===== src/rtl/seg7_pkg.sv =====
// Shared types and helpers for the seven-segment display scheduler.
package seg7_pkg;

    // Common glyphs in abcdefgh bit order (a = bit 7, h/dp = bit 0).
    typedef enum logic [7:0] {
        ZERO  = 8'b1111_1100,
        ONE   = 8'b0110_0000,
        TWO   = 8'b1101_1010,
        THREE = 8'b1111_0010,
        FOUR  = 8'b0110_0110,
        SPACE = 8'b0000_0000,
        S     = 8'b1011_0110,
        L     = 8'b0001_1100
    } seven_seg_encoding_e;

    typedef enum logic {
        OWNER_GAME  = 1'b0,
        OWNER_DEBUG = 1'b1
    } owner_e;

    typedef enum logic {
        BLANK  = 1'b0,
        ACTIVE = 1'b1
    } scan_state_e;

    // Bits needed for a counter that must hold max_value; never less than 1.
    function automatic int cnt_width(input int max_value);
        return (max_value > 0) ? $clog2(max_value + 1) : 1;
    endfunction

endpackage


===== src/rtl/seg7_strobe_gen.sv =====
// Free-running modulo-period counter emitting a one-cycle strobe on its last count.
module seg7_strobe_gen
    import seg7_pkg::*;
#(
    parameter int period_cycles = 12500
) (
    input  logic clk,
    input  logic rst,
    input  logic clr,
    output logic strobe
);

    localparam int            CW   = cnt_width(period_cycles - 1);
    localparam logic [CW-1:0] LAST = CW'(period_cycles - 1);

    logic [CW-1:0] cnt_reg;

    // Strobe marks the final cycle of each period; a held clear suppresses it.
    assign strobe = (cnt_reg == LAST) && !clr;

    // Count 0..period-1 and wrap; clear holds the count at zero.
    always_ff @(posedge clk) begin
        if (rst || clr) begin
            cnt_reg <= '0;
        end else if (cnt_reg == LAST) begin
            cnt_reg <= '0;
        end else begin
            cnt_reg <= cnt_reg + CW'(1);
        end
    end

endmodule


===== src/rtl/seg7_display_scheduler.sv =====
// Multiplexed seven-segment scanner with per-slot blanking, per-frame snapshot
// and game/debug display ownership arbitration.
module seg7_display_scheduler
    import seg7_pkg::*;
#(
    parameter int w_digit      = 4,
    parameter int slot_cycles  = 12500,
    parameter int blank_cycles = 16,
    parameter int ms_cycles    = 50000,
    parameter int hold_ms      = 2000
) (
    input  logic                 clk,
    input  logic                 rst,
    input  logic [w_digit*8-1:0] game_digits,
    input  logic                 debug_valid,
    input  logic [w_digit*8-1:0] debug_digits,
    output logic                 debug_ready,
    input  logic                 force_game,
    output logic [7:0]           abcdefgh,
    output logic [w_digit-1:0]   digit,
    output logic                 owner
);

    localparam int            IW        = cnt_width(w_digit - 1);
    localparam int            BW        = cnt_width(blank_cycles);
    localparam int            HW        = cnt_width(hold_ms);
    localparam logic [IW-1:0] IDX_LAST  = IW'(w_digit - 1);
    localparam logic [BW-1:0] BLANK_LEN = BW'(blank_cycles);
    localparam logic [HW-1:0] HOLD_LOAD = HW'(hold_ms);

    logic                 slot_wrap;
    logic                 ms_tick;
    logic                 ms_clr;
    logic [IW-1:0]        idx_reg;
    logic [BW-1:0]        blank_cnt_reg;
    logic                 slot_first_reg;
    logic                 rst_q_reg;
    logic                 frame_start;
    logic                 accept;
    scan_state_e          scan_state;
    owner_e               own_state_reg;
    owner_e               own_state_next;
    owner_e               owner_reg;
    logic [HW-1:0]        hold_reg;
    logic [HW-1:0]        hold_next;
    logic [w_digit*8-1:0] debug_buf_reg;
    logic [w_digit*8-1:0] snapshot_reg;
    logic [w_digit*8-1:0] snapshot_view;
    logic [7:0]           field [w_digit];
    logic [w_digit-1:0]   digit_next;
    logic [7:0]           abcdefgh_next;

    // Slot timebase: one strobe on the last cycle of every digit slot.
    seg7_strobe_gen #(
        .period_cycles(slot_cycles)
    ) u_slot_strobe (
        .clk   (clk),
        .rst   (rst),
        .clr   (1'b0),
        .strobe(slot_wrap)
    );

    // Millisecond prescaler only runs while a debug message holds ownership,
    // so it always starts from zero at acceptance.
    assign ms_clr = (own_state_reg != OWNER_DEBUG);

    seg7_strobe_gen #(
        .period_cycles(ms_cycles)
    ) u_ms_strobe (
        .clk   (clk),
        .rst   (rst),
        .clr   (ms_clr),
        .strobe(ms_tick)
    );

    // Digit index advances per slot; a saturating counter tracks the blank
    // window at the start of each slot, and a flag marks slot counter == 0.
    always_ff @(posedge clk) begin
        if (rst) begin
            idx_reg        <= '0;
            blank_cnt_reg  <= '0;
            slot_first_reg <= 1'b1;
        end else begin
            slot_first_reg <= slot_wrap;
            if (slot_wrap) begin
                blank_cnt_reg <= '0;
                idx_reg       <= (idx_reg == IDX_LAST) ? '0 : idx_reg + IW'(1);
            end else if (blank_cnt_reg < BLANK_LEN) begin
                blank_cnt_reg <= blank_cnt_reg + BW'(1);
            end
        end
    end

    assign frame_start = slot_first_reg && (idx_reg == '0);
    assign scan_state  = (blank_cnt_reg < BLANK_LEN) ? BLANK : ACTIVE;

    // On the boundary cycle the freshly selected source is shown directly so
    // a zero-length blank window still displays the new frame.
    always_comb begin
        snapshot_view = snapshot_reg;
        if (frame_start) begin
            snapshot_view = (own_state_reg == OWNER_GAME) ? game_digits : debug_buf_reg;
        end
    end

    // Split the snapshot into per-digit fields and build the one-hot enable.
    for (genvar gi = 0; gi < w_digit; gi++) begin : g_digit
        assign field[gi]      = snapshot_view[gi*8 +: 8];
        assign digit_next[gi] = (scan_state == ACTIVE) && (idx_reg == IW'(gi));
    end

    assign abcdefgh_next = (scan_state == ACTIVE) ? field[idx_reg] : 8'h00;

    // Registered pin drivers, frame snapshot and visible owner.
    always_ff @(posedge clk) begin
        if (rst) begin
            abcdefgh     <= 8'h00;
            digit        <= '0;
            owner_reg    <= OWNER_GAME;
            snapshot_reg <= '0;
        end else begin
            abcdefgh <= abcdefgh_next;
            digit    <= digit_next;
            if (frame_start) begin
                snapshot_reg <= snapshot_view;
                owner_reg    <= own_state_reg;
            end
        end
    end

    assign owner = owner_reg;

    // The requester is also held off for the first cycle after reset.
    assign debug_ready = (own_state_reg == OWNER_GAME) && !force_game && !rst && !rst_q_reg;
    assign accept      = debug_valid && debug_ready;

    // Ownership next-state: force wins, then acceptance, then hold expiry.
    always_comb begin
        own_state_next = own_state_reg;
        hold_next      = hold_reg;
        if (force_game) begin
            own_state_next = OWNER_GAME;
            hold_next      = '0;
        end else begin
            case (own_state_reg)
                OWNER_GAME: begin
                    if (accept) begin
                        own_state_next = OWNER_DEBUG;
                        hold_next      = HOLD_LOAD;
                    end
                end
                OWNER_DEBUG: begin
                    if (hold_reg == '0) begin
                        own_state_next = OWNER_GAME;
                    end else if (ms_tick) begin
                        hold_next = hold_reg - HW'(1);
                        if (hold_reg == HW'(1)) begin
                            own_state_next = OWNER_GAME;
                        end
                    end
                end
                default: begin
                    own_state_next = OWNER_GAME;
                    hold_next      = '0;
                end
            endcase
        end
    end

    // Ownership state, hold counter and the latched debug message.
    always_ff @(posedge clk) begin
        if (rst) begin
            own_state_reg <= OWNER_GAME;
            hold_reg      <= '0;
            debug_buf_reg <= '0;
            rst_q_reg     <= 1'b1;
        end else begin
            own_state_reg <= own_state_next;
            hold_reg      <= hold_next;
            rst_q_reg     <= 1'b0;
            if (accept) begin
                debug_buf_reg <= debug_digits;
            end
        end
    end

endmodule


===== config.mk =====
export PLATFORM = sky130hd
export DESIGN_NAME = seg7_display_scheduler
export DESIGN_NICKNAME = d
export VERILOG_FILES = /design/src/rtl/seg7_pkg.sv /design/src/rtl/seg7_strobe_gen.sv /design/src/rtl/seg7_display_scheduler.sv
export SDC_FILE = /design/constraint.sdc
export NUM_CORES = 1
export LEC_CHECK = 0
export BUFFER_PORTS_ARGS = -buffer_cell sky130_fd_sc_hd__buf_2
export CAP_MARGIN = 20
export CORE_MARGIN = 8
export CORE_UTILIZATION = 50
export CTS_BUF_LIST = sky130_fd_sc_hd__clkbuf_8
export DETAILED_ROUTE_END_ITERATION = 10
export PLACE_DENSITY = 0.75
export SYNTH_ARGS = -nofsm -noshare
export SYNTH_HDL_FRONTEND = slang
export SYNTH_SLANG_ARGS = --single-unit
export TNS_END_PERCENT = 50

===== constraint.sdc =====
create_clock -name clk -period 6.4 [get_ports clk]
set_input_delay 0.96 -clock clk [delete_from_list [all_inputs] [get_ports clk]]
set_output_delay 0.96 -clock clk [all_outputs]
set_load 0.02 [all_outputs]

==> impl_metrics.yaml <==
status:
  status: "completed"
sta:
  setup-tns-final_ns: 0
  post-route-period-util: 0.470
  maxSlewViolCount: 0
  worst_slew_pin_slew_ns: 0.740
  finalHoldViolations: 0
  rsz0062_at_grt: "no"
  setup_violations: 0
  fmax_mhz: 332
  maxSlewHeadroom: 0.507
  skew_ns: 0.0122
  period_minus_slack_ns: 3.01
final_layout:
  design_area_um2: 6250
  final_nets: 759
  mostFrequentLayoutCell: "dfxtp_1"
  syn_to_final_growth_pct: 16.7
  final_cell_mix: "dfxtp_1 (127), nor2_1 (121), buf_2 (81)"
  final_core_util: 0.603
  fillers: 902
  drive_gt1_frac: 0.192
  antennaDiodeCount: 0
synth:
  ys_types: 50
  yosys.area_share.adder: 0.0210
  synth_compound_area_frac: 0.0946
  synth_mux_area_frac: 0.0990
  synthFlopType: "dfxtp_1"
  yosys.area_share.xor_xnor: 0.0458
  synthSimpleGateAreaFrac: 0.225
  synth-warning-count: 0
  synth_top_family_by_area: "simple AND/OR/NAND/NOR gates"
  synth_seq_area_share: 0.478
  synthCells: 614
  synth-edff-count: 0
  synth_top_area_frac: 0.478
  yosysTopAreaCell: "dfxtp_1"
  ys_seq_elements: 128
  async_flop_share: 0
  synth_nets: 691
  syn_area_um2: 5360
  synth_area_leaders: "dfxtp_1 (48%), nor2_1 (8.5%), mux2i_1 (6.5%)"
  avgSynthCellArea_um2: 8.72
floorplanning:
  start_util: 0.517
  ios: 82
  die_w_um: 120
  placementRows: 37
  die_h_um: 120
  core-area_um2: 10400
  die_area_um2: 14300
detailed_routing:
  via_per_inst: 5.35
  dr.first_iter.drc_count: 230
  ant_nets: 0
  route.detailed.drc: 0
  via_count: 4426
  wl_per_cell_um: 14.7
  routed_wl_mm: 12.2
  drtPass1Iterations: 5
power_and_ir_drop:
  ir_drop_mv: 0.171
  clockPowerShare: 0.433
  netSwitchingPower_mw: 0.363
  p_per_area_nw_per_um2: 265
  p_int_mw: 1.30
  power_frac_seq: 0.500
  leakagePower_nw: 2.44
  swShare: 0.219
  power_mw: 1.66
  pwr-share-comb: 0.067
worst_setup_path:
  crit_slowest_cell: "or4_2"
  crit_chain: "buf_2 > buf_4 > nor4_2 > and2_1 > buf_4 > o21ai_2 > or4_2 > a21oi_1"
  cp.arrival_ns: 3.35
  worstSetupPathType: "input port to flip-flop"
  crit_required_ns: 6.74
  crit_family: "simple AND/OR/NAND/NOR gates"
  cpPeakStageDelay_ns: 0.65
  startpoint_type: "input port"
  crit_top_cell: "buf_4"
  cp-end-kind: "flip-flop"
  critPathBufInv: 3
  cp_max_fo: 75
grt:
  grt_max_degree: 76
  grt_usage: 0.173
  antenna_found_initial: 0
  grt_pass1_vias: 4596
  grt_pass1_wl_mm: 20.4
  overflow: 0
placement:
  finalWeightedCongestion: 0.811
  placed_area_um2: 5800
  portBuffers: 81
  dp_hpwl_mm: 8.36
clock_network:
  cts_buffer_depth: 2
  post_cts_buffers: 0
  ctsResizeCount: 0
  clock-sinks: 128
  holdBufCountCts: 0
  cts_root_buf: "clkbuf_8"
  cts_made_buffers: 17
  clk_pin_slew_worst_paths_ns: 0.07
  htreeDepth: 4
  cts_tree: "done"
  clk_latency_ns: 0.42
min_path:
  hold_class: "flip-flop to flip-flop"
flow_run:
  max-cap-violations: 0
through the flow:
| step | instances | hold WS [ns] | worst slack (ns) |
|---|---|---|---|
| after floorplan | 614 | 0.413 | 3.63 |
| after global placement | 797 | 0.422 | 3.05 |
| after detailed placement | 797 | 0.431 | 2.98 |
| after CTS | 826 | 0.442 | 3.40 |
| after global routing | 828 | 0.473 | 3.18 |
| final | 828 | 0.441 | 3.39 |
metal layers:
layer,up-vias,wire length [um],GRT usage
met4,0,350,0.0874
li1,2208,-,-
met2,116,5900,0.297
met5,-,0,0
met1,2076,5380,0.199
met3,26,552,0.0408
synth_stat cells, drive strengths merged (4+ instances only):
| cell | instances |
|---|---|
| and3 | 9 |
| clkbuf | 25 |
| nand4 | 8 |
| nor3 | 5 |
| a21oi | 69 |
| nand3 | 14 |
| or4 | 5 |
| nor4 | 4 |
| xnor2 | 9 |
| nor2 | 121 |
| ha | 9 |
| or2 | 5 |
| nand2 | 78 |
| xor2 | 19 |
| dfxtp | 128 |
| o21ai | 5 |
| mux2i | 35 |
| and2 | 5 |
| inv | 9 |
| mux4 | 8 |
| buf | 12 |
worst paths after layout:
| path | start | endpoint | slack (ns) | cells after the start |
|---|---|---|---|---|
| min reg2reg | u_ms_strobe.cnt_reg[0] | u_ms_strobe.cnt_reg[0] | 0.44 | 1 |
| max | rst | hold_reg[5] | 3.39 | 8 |
| min | u_ms_strobe.cnt_reg[0] | u_ms_strobe.cnt_reg[0] | 0.44 | 1 |
| max reg2reg | own_state_reg | hold_reg[5] | 3.94 | 6 |
area by class of cell:
class / instances / area, um^2 / area share
timing repair buffer: 86 / 468 / 0.0748
inverter: 9 / 33.8 / 0.00540
tap: 136 / 170 / 0.0272
clock inverter: 7 / 110 / 0.0176
multi-input combinational: 440 / 2600 / 0.416
sequential: 128 / 2560 / 0.410
clock buffer: 22 / 303 / 0.0484
cells by family (layout without fill, tap and decap cells):
kind of cell | after synthesis | count (layout)
multiplexers | 43 | 43
AO/OA/AOI/OAI | 90 | 90
flip-flops | 128 | 128
buffers and inverters | 46 | 124
adder cells (fa/ha/maj) | 9 | 9
AND/OR/NAND/NOR | 270 | 270
XOR/XNOR | 28 | 28
power groups by stage:
| stage | clock network [mW] | registers [mW] | logic [mW] |
|---|---|---|---|
| 5_1_grt | 0.764 | 0.830 | 0.126 |
| 6_report | 0.718 | 0.828 | 0.111 |
| 3_5_place_dp | 0 | 0.847 | 0.108 |
| 2_1_floorplan | 0 | 0.843 | 0.0733 |
| 3_3_place_gp | 0 | 0.846 | 0.105 |
| 4_1_cts | 0.730 | 0.829 | 0.109 |
(Power assumes the default switching activity.)
